<file path="src/rtl/clk_meas_pkg.sv">
// Shared types and default sizing for the clock ratio meter.
package clk_meas_pkg;

    localparam int unsigned DEF_CNT_W    = 16;
    localparam int unsigned DEF_LOCK_CNT = 4;
    localparam int unsigned DEF_TIMEOUT  = (2 ** DEF_CNT_W) - 1;

    typedef enum logic [1:0] {
        ST_IDLE      = 2'd0,
        ST_WAIT_EDGE = 2'd1,
        ST_MEASURE   = 2'd2
    } meas_state_t;

endpackage

</file>
<file path="src/rtl/sync_edge_det.sv">
// Multi-stage synchronizer for an asynchronous level, with a rising-edge pulse
// derived from the synchronized level and its previous sample.
module sync_edge_det #(
    parameter int unsigned SYNC_STAGES = 2
) (
    input  logic clk,
    input  logic rst_n,
    input  logic i_sig,
    output logic o_level,
    output logic o_rise_c
);

    logic [SYNC_STAGES-1:0] r_sync;
    logic                   r_prev;

    always_ff @(posedge clk or negedge rst_n) begin
        if (!rst_n) begin
            r_sync <= '0;
            r_prev <= 1'b0;
        end else begin
            r_sync <= {r_sync[SYNC_STAGES-2:0], i_sig};
            r_prev <= r_sync[SYNC_STAGES-1];
        end
    end

    assign o_level  = r_sync[SYNC_STAGES-1];
    assign o_rise_c = r_sync[SYNC_STAGES-1] & ~r_prev;

endmodule

</file>
<file path="src/rtl/clk_ratio_meter.sv">
// Measures period and high time of an asynchronous clock in clk cycles,
// tracks period stability for lock, and flags loss of the input.
module clk_ratio_meter
    import clk_meas_pkg::*;
#(
    parameter int unsigned CNT_W       = DEF_CNT_W,
    parameter int unsigned SYNC_STAGES = 2,
    parameter int unsigned LOCK_CNT    = DEF_LOCK_CNT,
    parameter int unsigned TOL         = 0,
    parameter int unsigned TIMEOUT     = (2 ** CNT_W) - 1
) (
    input  logic             clk,
    input  logic             rst_n,
    input  logic             enable,
    input  logic             sig_in,
    output logic [CNT_W-1:0] period,
    output logic [CNT_W-1:0] high_time,
    output logic             meas_valid,
    output logic             locked,
    output logic             timeout
);

    localparam int unsigned DIFF_W  = CNT_W + 1;
    localparam int unsigned MATCH_W = (LOCK_CNT > 2) ? $clog2(LOCK_CNT) : 1;

    localparam logic [CNT_W-1:0]   CNT_MAX   = '1;
    localparam logic [CNT_W-1:0]   CNT_ONE   = CNT_W'(1);
    localparam logic [CNT_W-1:0]   TO_LIMIT  = CNT_W'(TIMEOUT);
    localparam logic [DIFF_W-1:0]  TOL_LIMIT = DIFF_W'(TOL);
    localparam logic [MATCH_W-1:0] MATCH_TOP = MATCH_W'(LOCK_CNT - 1);
    localparam logic [MATCH_W-1:0] MATCH_ONE = MATCH_W'(1);

    meas_state_t        r_state,      w_state_nxt;
    logic [CNT_W-1:0]   r_cnt,        w_cnt_nxt;
    logic [CNT_W-1:0]   r_hcnt,       w_hcnt_nxt;
    logic [CNT_W-1:0]   r_prev_per,   w_prev_per_nxt;
    logic               r_have_prev,  w_have_prev_nxt;
    logic [MATCH_W-1:0] r_match,      w_match_nxt;
    logic [CNT_W-1:0]   r_period,     w_period_nxt;
    logic [CNT_W-1:0]   r_high,       w_high_nxt;
    logic               r_meas_valid, w_meas_valid_nxt;
    logic               r_locked,     w_locked_nxt;
    logic               r_timeout,    w_timeout_nxt;

    logic               w_level;
    logic               w_rise;
    logic [CNT_W-1:0]   w_cnt_inc;
    logic [CNT_W-1:0]   w_hcnt_inc;
    logic [DIFF_W-1:0]  w_diff;
    logic               w_in_tol;
    logic               w_timed_out;
    logic [MATCH_W-1:0] w_match_inc;

    sync_edge_det #(
        .SYNC_STAGES(SYNC_STAGES)
    ) u_sync (
        .clk     (clk),
        .rst_n   (rst_n),
        .i_sig   (sig_in),
        .o_level (w_level),
        .o_rise_c(w_rise)
    );

    // Saturating counters, and period difference widened so it cannot wrap
    assign w_cnt_inc   = (r_cnt  == CNT_MAX) ? r_cnt  : r_cnt  + CNT_ONE;
    assign w_hcnt_inc  = (r_hcnt == CNT_MAX) ? r_hcnt : r_hcnt + CNT_ONE;
    assign w_diff      = (r_cnt >= r_prev_per) ? ({1'b0, r_cnt} - {1'b0, r_prev_per})
                                               : ({1'b0, r_prev_per} - {1'b0, r_cnt});
    assign w_in_tol    = (w_diff <= TOL_LIMIT);
    assign w_timed_out = (r_cnt >= TO_LIMIT);
    assign w_match_inc = (r_match >= MATCH_TOP) ? MATCH_TOP : r_match + MATCH_ONE;

    always_ff @(posedge clk or negedge rst_n) begin
        if (!rst_n) begin
            r_state      <= ST_IDLE;
            r_cnt        <= '0;
            r_hcnt       <= '0;
            r_prev_per   <= '0;
            r_have_prev  <= 1'b0;
            r_match      <= '0;
            r_period     <= '0;
            r_high       <= '0;
            r_meas_valid <= 1'b0;
            r_locked     <= 1'b0;
            r_timeout    <= 1'b0;
        end else begin
            r_state      <= w_state_nxt;
            r_cnt        <= w_cnt_nxt;
            r_hcnt       <= w_hcnt_nxt;
            r_prev_per   <= w_prev_per_nxt;
            r_have_prev  <= w_have_prev_nxt;
            r_match      <= w_match_nxt;
            r_period     <= w_period_nxt;
            r_high       <= w_high_nxt;
            r_meas_valid <= w_meas_valid_nxt;
            r_locked     <= w_locked_nxt;
            r_timeout    <= w_timeout_nxt;
        end
    end

    always_comb begin
        w_state_nxt      = r_state;
        w_cnt_nxt        = r_cnt;
        w_hcnt_nxt       = r_hcnt;
        w_prev_per_nxt   = r_prev_per;
        w_have_prev_nxt  = r_have_prev;
        w_match_nxt      = r_match;
        w_period_nxt     = r_period;
        w_high_nxt       = r_high;
        w_meas_valid_nxt = 1'b0;
        w_locked_nxt     = r_locked;
        w_timeout_nxt    = r_timeout;

        if (!enable) begin
            w_state_nxt     = ST_IDLE;
            w_cnt_nxt       = '0;
            w_hcnt_nxt      = '0;
            w_have_prev_nxt = 1'b0;
            w_match_nxt     = '0;
            w_locked_nxt    = 1'b0;
            w_timeout_nxt   = 1'b0;
        end else begin
            case (r_state)
                ST_IDLE: begin
                    w_cnt_nxt       = '0;
                    w_hcnt_nxt      = '0;
                    w_have_prev_nxt = 1'b0;
                    w_match_nxt     = '0;
                    w_locked_nxt    = 1'b0;
                    w_timeout_nxt   = 1'b0;
                    w_state_nxt     = ST_WAIT_EDGE;
                end
                ST_WAIT_EDGE: begin
                    if (w_rise) begin
                        w_cnt_nxt     = CNT_ONE;
                        w_hcnt_nxt    = CNT_ONE;
                        w_timeout_nxt = 1'b0;
                        w_state_nxt   = ST_MEASURE;
                    end else if (w_timed_out) begin
                        w_cnt_nxt       = '0;
                        w_timeout_nxt   = 1'b1;
                        w_locked_nxt    = 1'b0;
                        w_have_prev_nxt = 1'b0;
                        w_match_nxt     = '0;
                    end else begin
                        w_cnt_nxt = w_cnt_inc;
                    end
                end
                ST_MEASURE: begin
                    // A rise coinciding with the timeout threshold is still a measurement
                    if (w_rise) begin
                        w_period_nxt     = r_cnt;
                        w_high_nxt       = r_hcnt;
                        w_meas_valid_nxt = 1'b1;
                        w_cnt_nxt        = CNT_ONE;
                        w_hcnt_nxt       = CNT_ONE;
                        w_timeout_nxt    = 1'b0;
                        w_prev_per_nxt   = r_cnt;
                        w_have_prev_nxt  = 1'b1;
                        if (!r_have_prev) begin
                            w_match_nxt  = '0;
                            w_locked_nxt = 1'b0;
                        end else if (w_in_tol) begin
                            w_match_nxt  = w_match_inc;
                            w_locked_nxt = (w_match_inc == MATCH_TOP);
                        end else begin
                            w_match_nxt  = '0;
                            w_locked_nxt = 1'b0;
                        end
                    end else if (w_timed_out) begin
                        w_cnt_nxt       = '0;
                        w_timeout_nxt   = 1'b1;
                        w_locked_nxt    = 1'b0;
                        w_have_prev_nxt = 1'b0;
                        w_match_nxt     = '0;
                        w_state_nxt     = ST_WAIT_EDGE;
                    end else begin
                        w_cnt_nxt = w_cnt_inc;
                        if (w_level) begin
                            w_hcnt_nxt = w_hcnt_inc;
                        end
                    end
                end
                default: begin
                    w_state_nxt = ST_IDLE;
                end
            endcase
        end
    end

    assign period     = r_period;
    assign high_time  = r_high;
    assign meas_valid = r_meas_valid;
    assign locked     = r_locked;
    assign timeout    = r_timeout;

endmodule

</file>
<file path="config.mk">
export PLATFORM = sky130hd
export DESIGN_NAME = clk_ratio_meter
export DESIGN_NICKNAME = d
export VERILOG_FILES = /design/src/rtl/clk_meas_pkg.sv /design/src/rtl/sync_edge_det.sv /design/src/rtl/clk_ratio_meter.sv
export SDC_FILE = /design/constraint.sdc
export NUM_CORES = 1
export LEC_CHECK = 0
export CAP_MARGIN = 10
export CORE_AREA = 2 2 133 103
export DETAILED_ROUTE_END_ITERATION = 8
export DIE_AREA = 0 0 135 105
export PLACE_DENSITY_LB_ADDON = 0.05
export RECOVER_POWER = 50
export REMOVE_ABC_BUFFERS = 1
export SLEW_MARGIN = 5
export SYNTH_ARGS = -nofsm -noshare
export SYNTH_HDL_FRONTEND = slang
export SYNTH_SLANG_ARGS = --single-unit
</file>
<file path="constraint.sdc">
create_clock -name clk -period 4.1 [get_ports clk]
set_clock_uncertainty 0.2 [all_clocks]
set_input_delay 0.615 -clock clk [delete_from_list [all_inputs] [get_ports clk]]
set_output_delay 0.615 -clock clk [all_outputs]
set_load 0.02 [all_outputs]
</file>
==> impl_metrics.tcl <==
set metrics [dict create \
    status "finished, violations left" \
    violations "max-capacitance violations, max-slew violations" \
    root_buffer "clkbuf_16" \
    via_per_inst 5.51 \
    place_congestion 0.949 \
    finalMaxSlewViolations 76 \
    dp_slack_ns 0.755 \
    routed_wl_mm 13.8 \
    post-place-cells 774 \
    worst_slack_ns 0.897 \
    wire_per_inst_um 17.4 \
    grt_max_degree 76 \
    htreeDepth 3 \
    yosysWarningCount 0 \
    place.port_buffers 38 \
    setup.worst_path.class "flop to flop" \
    antenna_found_initial 0 \
    drc_errors 0 \
    grt_pass1_wl_mm 21.9 \
    p_leak_nw 2.51 \
    synth-edff-count 0 \
    initial_core_util_pct 39.4 \
    worst-path-max-fanout 6 \
    finalHoldViolCount 0 \
    insertion_delay_ns 0.35 \
    max_freq_mhz 312 \
    fin_cells 790 \
    ys_seq_elements 75 \
    fp.dieW_um 135 \
    ir_drop_mv 0.208 \
    fin_util_pct 45.8 \
    syn_avg_cell_area_um2 8.56 \
    io_pins 39 \
    cts.sinks 75 \
    cts_made_buffers 9 \
    syn_area_um2 5040 \
    dp_hpwl_mm 10.3 \
    drive_above_1_share_pct 7.92 \
    min_period_ns 3.20 \
    cp-end-kind "flop" \
    tns_ns 0 \
    cts_resized 0 \
    overflow 0 \
    row_count 36 \
    ys_seq_area_share_pct 37.3 \
    via_count 4353 \
    max_cap_violations 1 \
    postCtsSetupRepairBufs 0 \
    holdBufCountCts 0 \
    cts_tree "yes" \
    slew_headroom_pct -31.3 \
    grt_util_all_layers_pct 20.2 \
    cp.required_ns 4.17 \
    grt_pass1_vias 3922 \
    route.antenna.remaining_nets 0 \
    antenna_cells 0 \
    crit_arrival_ns 3.27 \
    fin_crit_sh_pct 78.1 \
    nets 656 \
    cts_buffer_depth 2 \
    syn_inst 588 \
    drt_iter0_markers 341 \
    die_h_um 105 \
    synth-main-ff-cell "dfrtp_1" \
    synth.distinct_cells 66 \
    worst_pin_slew_ns 1.97 \
    async_reset_ff_share_pct 100 \
    startpoint_type "flop" \
    powerDensity_nw_per_um2 427 \
    core_area_um2 12800 \
    final-setup-viol-count 0 \
    clk_pin_slew_worst_paths_ns 0.06 \
    rsz0062_at_grt "false" \
    areaGrowthSynthToFinish_pct 16.3 \
    min_path_type "flop to flop" \
    dr.pass1.iters 4 \
    dieArea_um2 14200 \
]
[worst max-delay path: stages (launching register included)]
cell,delay [ns]
dfrtp_1,0.45
inv_1,0.10
ha_1,0.25
or2_1,0.26
o221ai_1,0.33
nand2_1,0.23
a221oi_1,0.48
mux2i_1,0.15
nor4_2,0.33
o22ai_2,0.15
a22oi_2,0.19
[cell usage in the layout, fill, tap and decap left out, types with 15 or more instances in the layout]
cell and n:
dfrtp_1 75, xnor2_1 17, nand3_1 23, clkdlybuf4s50_1 22, o21ai_0 58, inv_1 48
nor2_1 35, nand2_1 76, a21oi_1 34, ha_1 38, dlygate4sd3_1 15
[area by class of cell]
class	instances	area (um^2)
Clock inverter	7	100
Fill cell	1291	6940
Clock buffer	9	225
Timing Repair Buffer	41	398
Inverter	48	180
Multi-Input combinational cell	439	2860
Sequential cell	75	1880
Tap cell	171	214
[state kept, by name (all words and copies together) (netlist names)]
name	cells
r_cnt	16
r_state	2
r_have_prev	1
u_sync.r_prev	1
timeout	1
u_sync.r_sync	2
high_time	16
locked	1
r_hcnt	16
r_match	2
meas_valid	1
period	16
[per-layer routing]
layer | track usage, % | part of all wire, % | wire length [um]
met1 | 31.2 | 51 | 7070
met2 | 26.6 | 40 | 5450
met3 | 6.40 | 7.9 | 1080
met4 | 4.99 | 1.2 | 172
met5 | 0 | 0 | 0
[cell families (layout without fill, tap and decap cells)]
logic type	count (synthesis)	count (layout)	share of synthesized area [%]
buffers and inverters	74	105	5.99
muxes	16	16	3.48
xor gates and xnor gates	23	23	4.00
AOI/OAI and AO/OA	156	156	19.4
adders and majority gates	38	38	9.44
and+or+nand+nor	206	206	20.4
DFF	75	75	37.3
[synthesized netlist by cell type (6+ instances only)]
cell / number / area share, %
dfrtp_1: 75 / 37
clkbuf_1: 15 / 1.1
ha_1: 38 / 9.4
nor3_1: 14 / 1.4
mux2_2: 12 / 2.7
inv_1: 48 / 3.6
o21ai_0: 58 / 5.8
a21oi_1: 34 / 3.4
nand3_1: 24 / 2.4
xor2_1: 6 / 1.0
xnor2_1: 17 / 3.0
nand4_1: 9 / 1.1
a21o_1: 6 / 0.89
nor2_1: 35 / 2.6
nand2_1: 76 / 5.7
buf_2: 7 / 0.70
nor4_1: 8 / 0.99
o31ai_1: 9 / 1.3
or3_1: 8 / 0.99
[per-stage QoR]
stage / total power, mW / hold slack, ns / area (um^2)
floorplan: 1.36 / 0.119 / 4910
global placement: 1.60 / 0.139 / 5530
detailed placement: 1.61 / 0.139 / 5530
CTS: 2.50 / 0.162 / 5860
global route: 2.63 / 0.167 / 5860
finish: 2.50 / 0.155 / 5860
[power breakdown]
group | internal (mW) | switching (mW)
Clock | 0.537 | 0.344
Sequential | 0.766 | 0.0333
Combinational | 0.292 | 0.525
Total | 1.60 | 0.903
[path summary, 6_finish.rpt]
path,to,slack [ns],startpoint,cells past startpoint
max,r_match[1],0.90,r_cnt[2],10
min,u_sync.r_sync[1],0.16,u_sync.r_sync[0],0
max reg2reg,r_match[1],0.90,r_cnt[2],10
min reg2reg,u_sync.r_sync[1],0.16,u_sync.r_sync[0],0
max in group asynchronous,period[8],1.92,rst_n,1
min in group asynchronous,period[15],0.58,rst_n,1
Power figures use the tool's default switching activity.
